**config.mk**
```make
export PLATFORM = sky130hd
export DESIGN_NAME = uart_ram_loader_flat
export DESIGN_NICKNAME = d
export VERILOG_FILES = /design/src/rtl/uart_ram_loader_if.sv /design/src/rtl/uart_ram_loader.sv /design/src/flat_wrapper.sv
export SDC_FILE = /design/constraint.sdc
export NUM_CORES = 2
export LEC_CHECK = 0
export ABC_AREA = 1
export ABC_CLOCK_PERIOD_IN_PS = 7280
export CORE_MARGIN = 8
export CORE_UTILIZATION = 50
export DETAILED_ROUTE_END_ITERATION = 12
export GPL_TIMING_DRIVEN = 1
export PLACE_DENSITY = 0.68
export SLEW_MARGIN = 25
export SYNTH_ARGS = -nofsm -noshare
export SYNTH_HDL_FRONTEND = slang
export SYNTH_SLANG_ARGS = --single-unit
```
**constraint.sdc**
```tcl
create_clock -name sys_clk -period 7.28 [get_ports sys_clk]
set_input_delay 1.092 -clock sys_clk [delete_from_list [all_inputs] [get_ports sys_clk]]
set_output_delay 1.092 -clock sys_clk [all_outputs]
set_load 0.02 [all_outputs]
```
**src/rtl/uart_ram_loader_if.sv**
```systemverilog
// ============================================================================
// Module   : uart_ram_loader_if
// Purpose  : Byte handshake bundle between a UART rx/tx pair and the loader.
// Revision : 1.0  initial release
// ============================================================================
`default_nettype none

interface uart_ram_loader_if;
    logic [7:0] rx_data;
    logic       rx_ready;
    logic       rx_ready_clear;
    logic [7:0] tx_data;
    logic       tx_en;
    logic       tx_busy;

    // master: the loader, which drains the receiver and drives the transmitter
    modport master (
        input  rx_data,
        input  rx_ready,
        input  tx_busy,
        output rx_ready_clear,
        output tx_data,
        output tx_en
    );

    modport slave (
        output rx_data,
        output rx_ready,
        output tx_busy,
        input  rx_ready_clear,
        input  tx_data,
        input  tx_en
    );
endinterface

`default_nettype wire

```
**src/rtl/uart_ram_loader.sv**
```systemverilog
// ============================================================================
// Module   : uart_ram_loader
// Purpose  : Decodes 'W' addr len data... packets from a UART into a byte RAM,
//            acknowledges with ACK/NAK and exposes a registered read port.
// Revision : 1.0  initial release
// ============================================================================
`default_nettype none

module uart_ram_loader #(
    parameter int ADDR_W  = 8,
    parameter int TIMEOUT = 3000000
) (
    input  wire logic              sys_clk,
    input  wire logic              rst,
    uart_ram_loader_if.master      uart,
    input  wire logic [ADDR_W-1:0] rd_addr,
    output logic      [7:0]        rd_data,
    output logic                   pkt_done,
    output logic                   pkt_err
);

    localparam int              c_depth   = 1 << ADDR_W;
    localparam int              c_rem_w   = ADDR_W + 1;
    localparam int              c_cnt_w   = $clog2(TIMEOUT + 1);
    localparam logic [7:0]      c_sync    = 8'h57;
    localparam logic [7:0]      c_ack     = 8'h06;
    localparam logic [7:0]      c_nak     = 8'h15;
    localparam logic [c_cnt_w-1:0] c_tmo    = c_cnt_w'(TIMEOUT);
    localparam logic [c_cnt_w-1:0] c_tmo_m1 = c_cnt_w'(TIMEOUT - 1);
    localparam logic [c_rem_w-1:0] c_full   = c_rem_w'(c_depth);
    localparam logic [c_rem_w-1:0] c_one    = c_rem_w'(1);

    typedef enum logic [2:0] {
        S_IDLE = 3'd0,
        S_ADDR = 3'd1,
        S_LEN  = 3'd2,
        S_DATA = 3'd3,
        S_ACK  = 3'd4,
        S_NAK  = 3'd5
    } state_t;

    state_t               r_state;
    logic                 r_clear;
    logic                 r_tx_en;
    logic [7:0]           r_tx_data;
    logic [ADDR_W-1:0]    r_ptr;
    logic [c_rem_w-1:0]   r_remain;
    logic [c_cnt_w-1:0]   r_idle;
    logic                 r_done;
    logic                 r_err;
    logic [7:0]           r_rd_data;
    logic [7:0]           r_mem [c_depth];

    logic w_rx_open;
    logic w_timed_out;
    logic w_accept;
    logic w_wr;

    // Once the idle counter has hit TIMEOUT the packet is dead; a late byte stays pending.
    assign w_rx_open   = (r_state == S_IDLE) || (r_state == S_ADDR) ||
                         (r_state == S_LEN)  || (r_state == S_DATA);
    assign w_timed_out = (r_idle == c_tmo);
    assign w_accept    = uart.rx_ready && !r_clear && w_rx_open && !w_timed_out;
    assign w_wr        = w_accept && (r_state == S_DATA);

    always_ff @(posedge sys_clk) begin
        if (rst) begin
            r_state   <= S_IDLE;
            r_clear   <= 1'b0;
            r_tx_en   <= 1'b0;
            r_tx_data <= 8'h00;
            r_ptr     <= '0;
            r_remain  <= '0;
            r_idle    <= '0;
            r_done    <= 1'b0;
            r_err     <= 1'b0;
        end else begin
            r_done <= 1'b0;
            r_err  <= 1'b0;

            if (w_accept) begin
                r_clear <= 1'b1;
            end else if (r_clear && !uart.rx_ready) begin
                r_clear <= 1'b0;
            end

            case (r_state)
                S_IDLE: begin
                    r_idle <= '0;
                    if (w_accept && (uart.rx_data == c_sync)) begin
                        r_state <= S_ADDR;
                    end
                end
                S_ADDR, S_LEN, S_DATA: begin
                    if (w_accept) begin
                        r_idle <= '0;
                        if (r_state == S_ADDR) begin
                            r_ptr   <= ADDR_W'(uart.rx_data);
                            r_state <= S_LEN;
                        end else if (r_state == S_LEN) begin
                            r_remain <= (uart.rx_data == 8'h00) ? c_full
                                                                : c_rem_w'(uart.rx_data);
                            r_state  <= S_DATA;
                        end else begin
                            r_ptr    <= r_ptr + 1'b1;
                            r_remain <= r_remain - 1'b1;
                            if (r_remain == c_one) begin
                                r_state   <= S_ACK;
                                r_tx_en   <= 1'b1;
                                r_tx_data <= c_ack;
                                r_done    <= 1'b1;
                            end
                        end
                    end else if (w_timed_out) begin
                        r_idle    <= '0;
                        r_state   <= S_NAK;
                        r_tx_en   <= 1'b1;
                        r_tx_data <= c_nak;
                    end else begin
                        r_idle <= r_idle + 1'b1;
                        if (r_idle == c_tmo_m1) begin
                            r_err <= 1'b1;
                        end
                    end
                end
                S_ACK, S_NAK: begin
                    if (r_tx_en) begin
                        if (uart.tx_busy) begin
                            r_tx_en <= 1'b0;
                        end
                    end else if (!uart.tx_busy) begin
                        r_state <= S_IDLE;
                    end
                end
                default: begin
                    r_state <= S_IDLE;
                end
            endcase
        end
    end

    // RAM contents deliberately survive reset.
    always_ff @(posedge sys_clk) begin
        if (w_wr) begin
            r_mem[r_ptr] <= uart.rx_data;
        end
    end

    always_ff @(posedge sys_clk) begin
        if (rst) begin
            r_rd_data <= 8'h00;
        end else begin
            r_rd_data <= r_mem[rd_addr];
        end
    end

    assign uart.rx_ready_clear = r_clear;
    assign uart.tx_en          = r_tx_en;
    assign uart.tx_data        = r_tx_data;
    assign rd_data             = r_rd_data;
    assign pkt_done            = r_done;
    assign pkt_err             = r_err;

endmodule

`default_nettype wire

```
**src/flat_wrapper.sv**
```systemverilog
// flat-port wrapper written by rule: the top's interface ports become plain ports
module uart_ram_loader_flat 
#(
    parameter int ADDR_W  = 8,
    parameter int TIMEOUT = 3000000
)
  (sys_clk, rst, rd_addr, rd_data, pkt_done, pkt_err, uart_rx_data, uart_rx_ready, uart_tx_busy, uart_rx_ready_clear, uart_tx_data, uart_tx_en);
  uart_ram_loader_if uart_i ();
  input  wire logic sys_clk;
  input  wire logic rst;
  input  wire logic [ADDR_W-1:0] rd_addr;
  output logic      [7:0] rd_data;
  output logic pkt_done;
  output logic pkt_err;
  input wire logic [$bits(uart_i.rx_data)-1:0] uart_rx_data;
  input wire logic [$bits(uart_i.rx_ready)-1:0] uart_rx_ready;
  input wire logic [$bits(uart_i.tx_busy)-1:0] uart_tx_busy;
  output wire logic [$bits(uart_i.rx_ready_clear)-1:0] uart_rx_ready_clear;
  output wire logic [$bits(uart_i.tx_data)-1:0] uart_tx_data;
  output wire logic [$bits(uart_i.tx_en)-1:0] uart_tx_en;
  assign uart_i.rx_data = uart_rx_data;
  assign uart_i.rx_ready = uart_rx_ready;
  assign uart_i.tx_busy = uart_tx_busy;
  assign uart_rx_ready_clear = uart_i.rx_ready_clear;
  assign uart_tx_data = uart_i.tx_data;
  assign uart_tx_en = uart_i.tx_en;
  uart_ram_loader #(.ADDR_W(ADDR_W), .TIMEOUT(TIMEOUT)) u_core (.sys_clk(sys_clk), .rst(rst), .uart(uart_i), .rd_addr(rd_addr), .rd_data(rd_data), .pkt_done(pkt_done), .pkt_err(pkt_err));
endmodule
```
==> results.sh <==
export IMPL_status="finished, final reports clean"
export IMPL_post_cts_resized=0
export IMPL_drc_errors=0
export IMPL_cts_tree="built"
export IMPL_p_seq_share_pct=53.1
export IMPL_synth_edf_count=2048
export IMPL_grt_pass1_vias=53620
export IMPL_p_leak_nw=32.43
export IMPL_power_internal_w=0.01938
export IMPL_timing_slew_headroom_pct=27.10
export IMPL_tightest_slew_ps=1094
export IMPL_critPathCaptureType="flop"
export IMPL_first_pass_iters=7
export IMPL_crit_top_cell="nor2_1"
export IMPL_track_usage_pct=23.94
export IMPL_synth_ff_type="edfxtp_1"
export IMPL_avgSynthCellArea_um2=11.71
export IMPL_finalMaxSlewViolations=0
export IMPL_cp_max_fo=185
export IMPL_cts_hold_buf=0
export IMPL_slowest_stage="buf_4"
export IMPL_p_comb_share_pct=6.5
export IMPL_clockBufferDepth=3
export IMPL_start_util_pct=50.32
export IMPL_fin_skew_ps=44.05
export IMPL_ys_warn_count=0
export IMPL_seq_area_frac_synth_pct=72.56
export IMPL_numCtsBuffers=206
export IMPL_period_minus_slack_ps=4294
export IMPL_worstHoldPathType="reg -> reg"
export IMPL_wire_per_inst_um=23.82
export IMPL_setup_violations=0
export IMPL_gp_congestion=0.8440
export IMPL_grt_max_degree=223
export IMPL_ir_worst_vdd_mv=0.2491
export IMPL_postPlaceCellArea_mm2=0.08777
export IMPL_finalNetCount=7223
export IMPL_p_sw_w=0.005751
export IMPL_ys_types=48
export IMPL_clock_sinks=2105
export IMPL_worstSkewPairLatency_ps=840
export IMPL_row_count=152
export IMPL_ys_ff_latch=2105
export IMPL_die_h_um=431.5
export IMPL_synth_area_mm2=0.08633
export IMPL_finalHoldViolCount=0
export IMPL_area_growth_pct=9.090
export IMPL_drv_cap=0
export IMPL_clk_pin_slew_worst_paths_ps=60
export IMPL_overflow=0
export IMPL_final_layout_size_suffix_gt1_share_pct=5.538
export IMPL_startpoint_type="input port"
export IMPL_synth_async_reset_ratio_pct=0
export IMPL_crit_chain="buf_8 > buf_12 > buf_4 > o21ai_0 > o22ai_1 > nand2_1 > nand3_1 > nand2_1 > nor2_1 > nor2_1 > nor2_1 > nor2_1 > nor2_1"
export IMPL_rsz0062_at_grt="false"
export IMPL_hpwl_mm=124.5
export IMPL_fmax_mhz=232.9
export IMPL_cp_required_ps=8050
export IMPL_fin_area_mm2=0.09418
export IMPL_worstPathArrival_ps=5060
export IMPL_post_cts_buffers=0
export IMPL_htreeDepth=4
export IMPL_p_sw_share_pct=22.88
export IMPL_slowest_delay_ps=820
export IMPL_pin_count=40
export IMPL_routed_wl_mm=230.5
export IMPL_finalCritPeriodShare_pct=58.99
export IMPL_die_w_um=431.5
export IMPL_vias_per_cell=5.931
export IMPL_drt_iter0_drc=7821
export IMPL_finalSetupTns_ps=0
export IMPL_syn_instance_count=7375
export IMPL_final_antenna_net_count=0
export IMPL_antenna_found_initial=9
export IMPL_io_buffer_count=35
export IMPL_crit_type="in -> reg"
export IMPL_vias=57410
export IMPL_pwr_share_clk_pct=40.4
export IMPL_power_density_mw_per_mm2=266.9
export IMPL_grt_pass1_wl_mm=343.4
export IMPL_die_area_mm2=0.1862
export IMPL_fp_coreArea_mm2=0.1715
export IMPL_ctsRootBufferMaster="clkbuf_16"
==> cell usage after synthesis, types with 2 or more instances <==
master    instances  area share [%]
nand2_1        2122             9.2
edfxtp_1       2048              71
nand3_1        1951              11
nor2_1          398             1.7
buf_2           252             1.5
clkbuf_1        120            0.52
o21ai_0          68            0.39
inv_1            64            0.28
buf_4            61            0.53
dfxtp_1          57             1.3
a21oi_1          50            0.29
buf_1            37            0.16
buf_6            24            0.31
o22ai_1          17            0.12
nand2_4          12            0.16
nand4_1          10           0.072
xor2_1           10            0.10
nor3_1            9           0.052
ha_1              8            0.12
xnor2_1           7           0.071
nor4_1            6           0.043
inv_2             5           0.022
nor2_2            4           0.029
nor2_8            4           0.093
a211oi_1          3           0.026
a31oi_1           3           0.022
nand2_2           3           0.022
nor4_4            2           0.049
==> path summary, 6_finish.rpt <==
path	depth (start not counted)	slack [ps]	endpoint	startpoint
worst min-delay path	2	450	u_core.uart.tx_data[1]	u_core.uart.tx_data[1]
worst min register to register	2	450	u_core.uart.tx_data[1]	u_core.uart.tx_data[1]
worst max register to register	9	3790	u_core.r_mem[153][4]	u_core.r_state[2]
worst max-delay path	13	2990	u_core.rd_data[0]	rd_addr[0]
==> flip-flops by register name (all words and copies together) (netlist names) <==
register	cells
u_core.rd_data	8
u_core.uart.tx_data	3
u_core.r_state	3
u_core.uart.tx_en	1
u_core.r_idle	22
u_core.pkt_err	1
u_core.pkt_done	1
u_core.uart.rx_ready_clear	1
u_core.r_mem	2048
u_core.r_ptr	8
u_core.r_remain	9
==> kinds of logic (layout without fill, tap and decap cells) <==
| kind of cell | count (synthesis) | count (layout) | synth area share, % |
|---|---|---|---|
| flops | 2105 | 2105 | 72.56 |
| xor+xnor | 17 | 17 | 0.1725 |
| other cells | 1 | 6 | 0.004344 |
| simple gates | 4530 | 4530 | 22.91 |
| compound gates | 146 | 146 | 0.9102 |
| fa+ha+maj | 8 | 8 | 0.1160 |
| buf+inv | 568 | 557 | 3.332 |
==> per-layer routing <==
layer / track usage, % / routed length (µm)
met1: 34.40 / 92940
met2: 36.34 / 103900
met3: 5.149 / 25310
met4: 8.476 / 8410
met5: 0 / 0
==> metrics by stage <==
step                      util, %  setup WS (ps)  hold WS (ps)  power [W]  cells
after floorplan                 -           4485         443.6    0.01455   7378
after CTS                   54.89           3105         446.8    0.02519   9677
final                       54.90           2986         445.7    0.02514   9679
after detailed placement    51.16           2243         437.4    0.01521   9297
after global placement      51.16           2200         438.0    0.01518   9297
after global routing        54.90           2738         481.4    0.02580   9678
==> worst max-delay path, delay by kind of cell <==
| family | cells | cell delay (ps) |
|---|---|---|
| buffers and inverters | 3 | 1930 |
| and+or+nand+nor | 8 | 1320 |
| AOI/OAI and AO/OA | 2 | 390 |
==> cell type report <==
cell class | instances | area (µm²)
multi-input combinational | 4705 | 20850
sequential | 2105 | 62640
clock buffer | 270 | 5539
inverter | 73 | 315.3
tap | 2310 | 2890
clock inverter | 110 | 859.6
fill | 14110 | 77370
antenna | 2 | 5.005
timing repair buffer | 104 | 1081
==> cells in the final DEF (no fill, tap or decap), types with 3 or more instances in the layout <==
master | synthesis | layout
nor2_1 | 398 | 398
a211oi_1 | 3 | 3
inv_2 | 5 | 4
clkdlybuf4s50_1 | 0 | 22
clkbuf_8 | 0 | 8
clkinv_8 | 0 | 6
inv_1 | 64 | 62
o21ai_0 | 68 | 68
xnor2_1 | 7 | 7
nor3_1 | 9 | 9
nor2_8 | 4 | 4
nor4_1 | 6 | 6
edfxtp_1 | 2048 | 2048
nand3_1 | 1951 | 1948
buf_8 | 1 | 11
bufinv_16 | 0 | 10
clkbuf_1 | 120 | 53
nand2_1 | 2122 | 2121
clkinv_1 | 1 | 49
conb_1 | 1 | 4
a21oi_1 | 50 | 50
nand4_1 | 10 | 10
nor2_2 | 4 | 4
nand3_2 | 1 | 4
dfxtp_1 | 57 | 57
o22ai_1 | 17 | 17
inv_8 | 0 | 3
clkbuf_16 | 0 | 209
nand2_4 | 12 | 13
nand2_2 | 3 | 3
clkinv_2 | 1 | 39
ha_1 | 8 | 8
inv_6 | 1 | 6
a31oi_1 | 3 | 3
buf_12 | 0 | 13
buf_4 | 61 | 58
xor2_1 | 10 | 10
==> power by group through the flow <==
stage               logic [W]  registers, W  clock network (W)
floorplan            0.000956        0.0136                  0
CTS                   0.00162        0.0133             0.0102
global placement      0.00159        0.0136                  0
finish                0.00164        0.0133             0.0102
global route          0.00177        0.0133             0.0107
detailed placement    0.00161        0.0136                  0
Power figures use the tool's default switching activity.
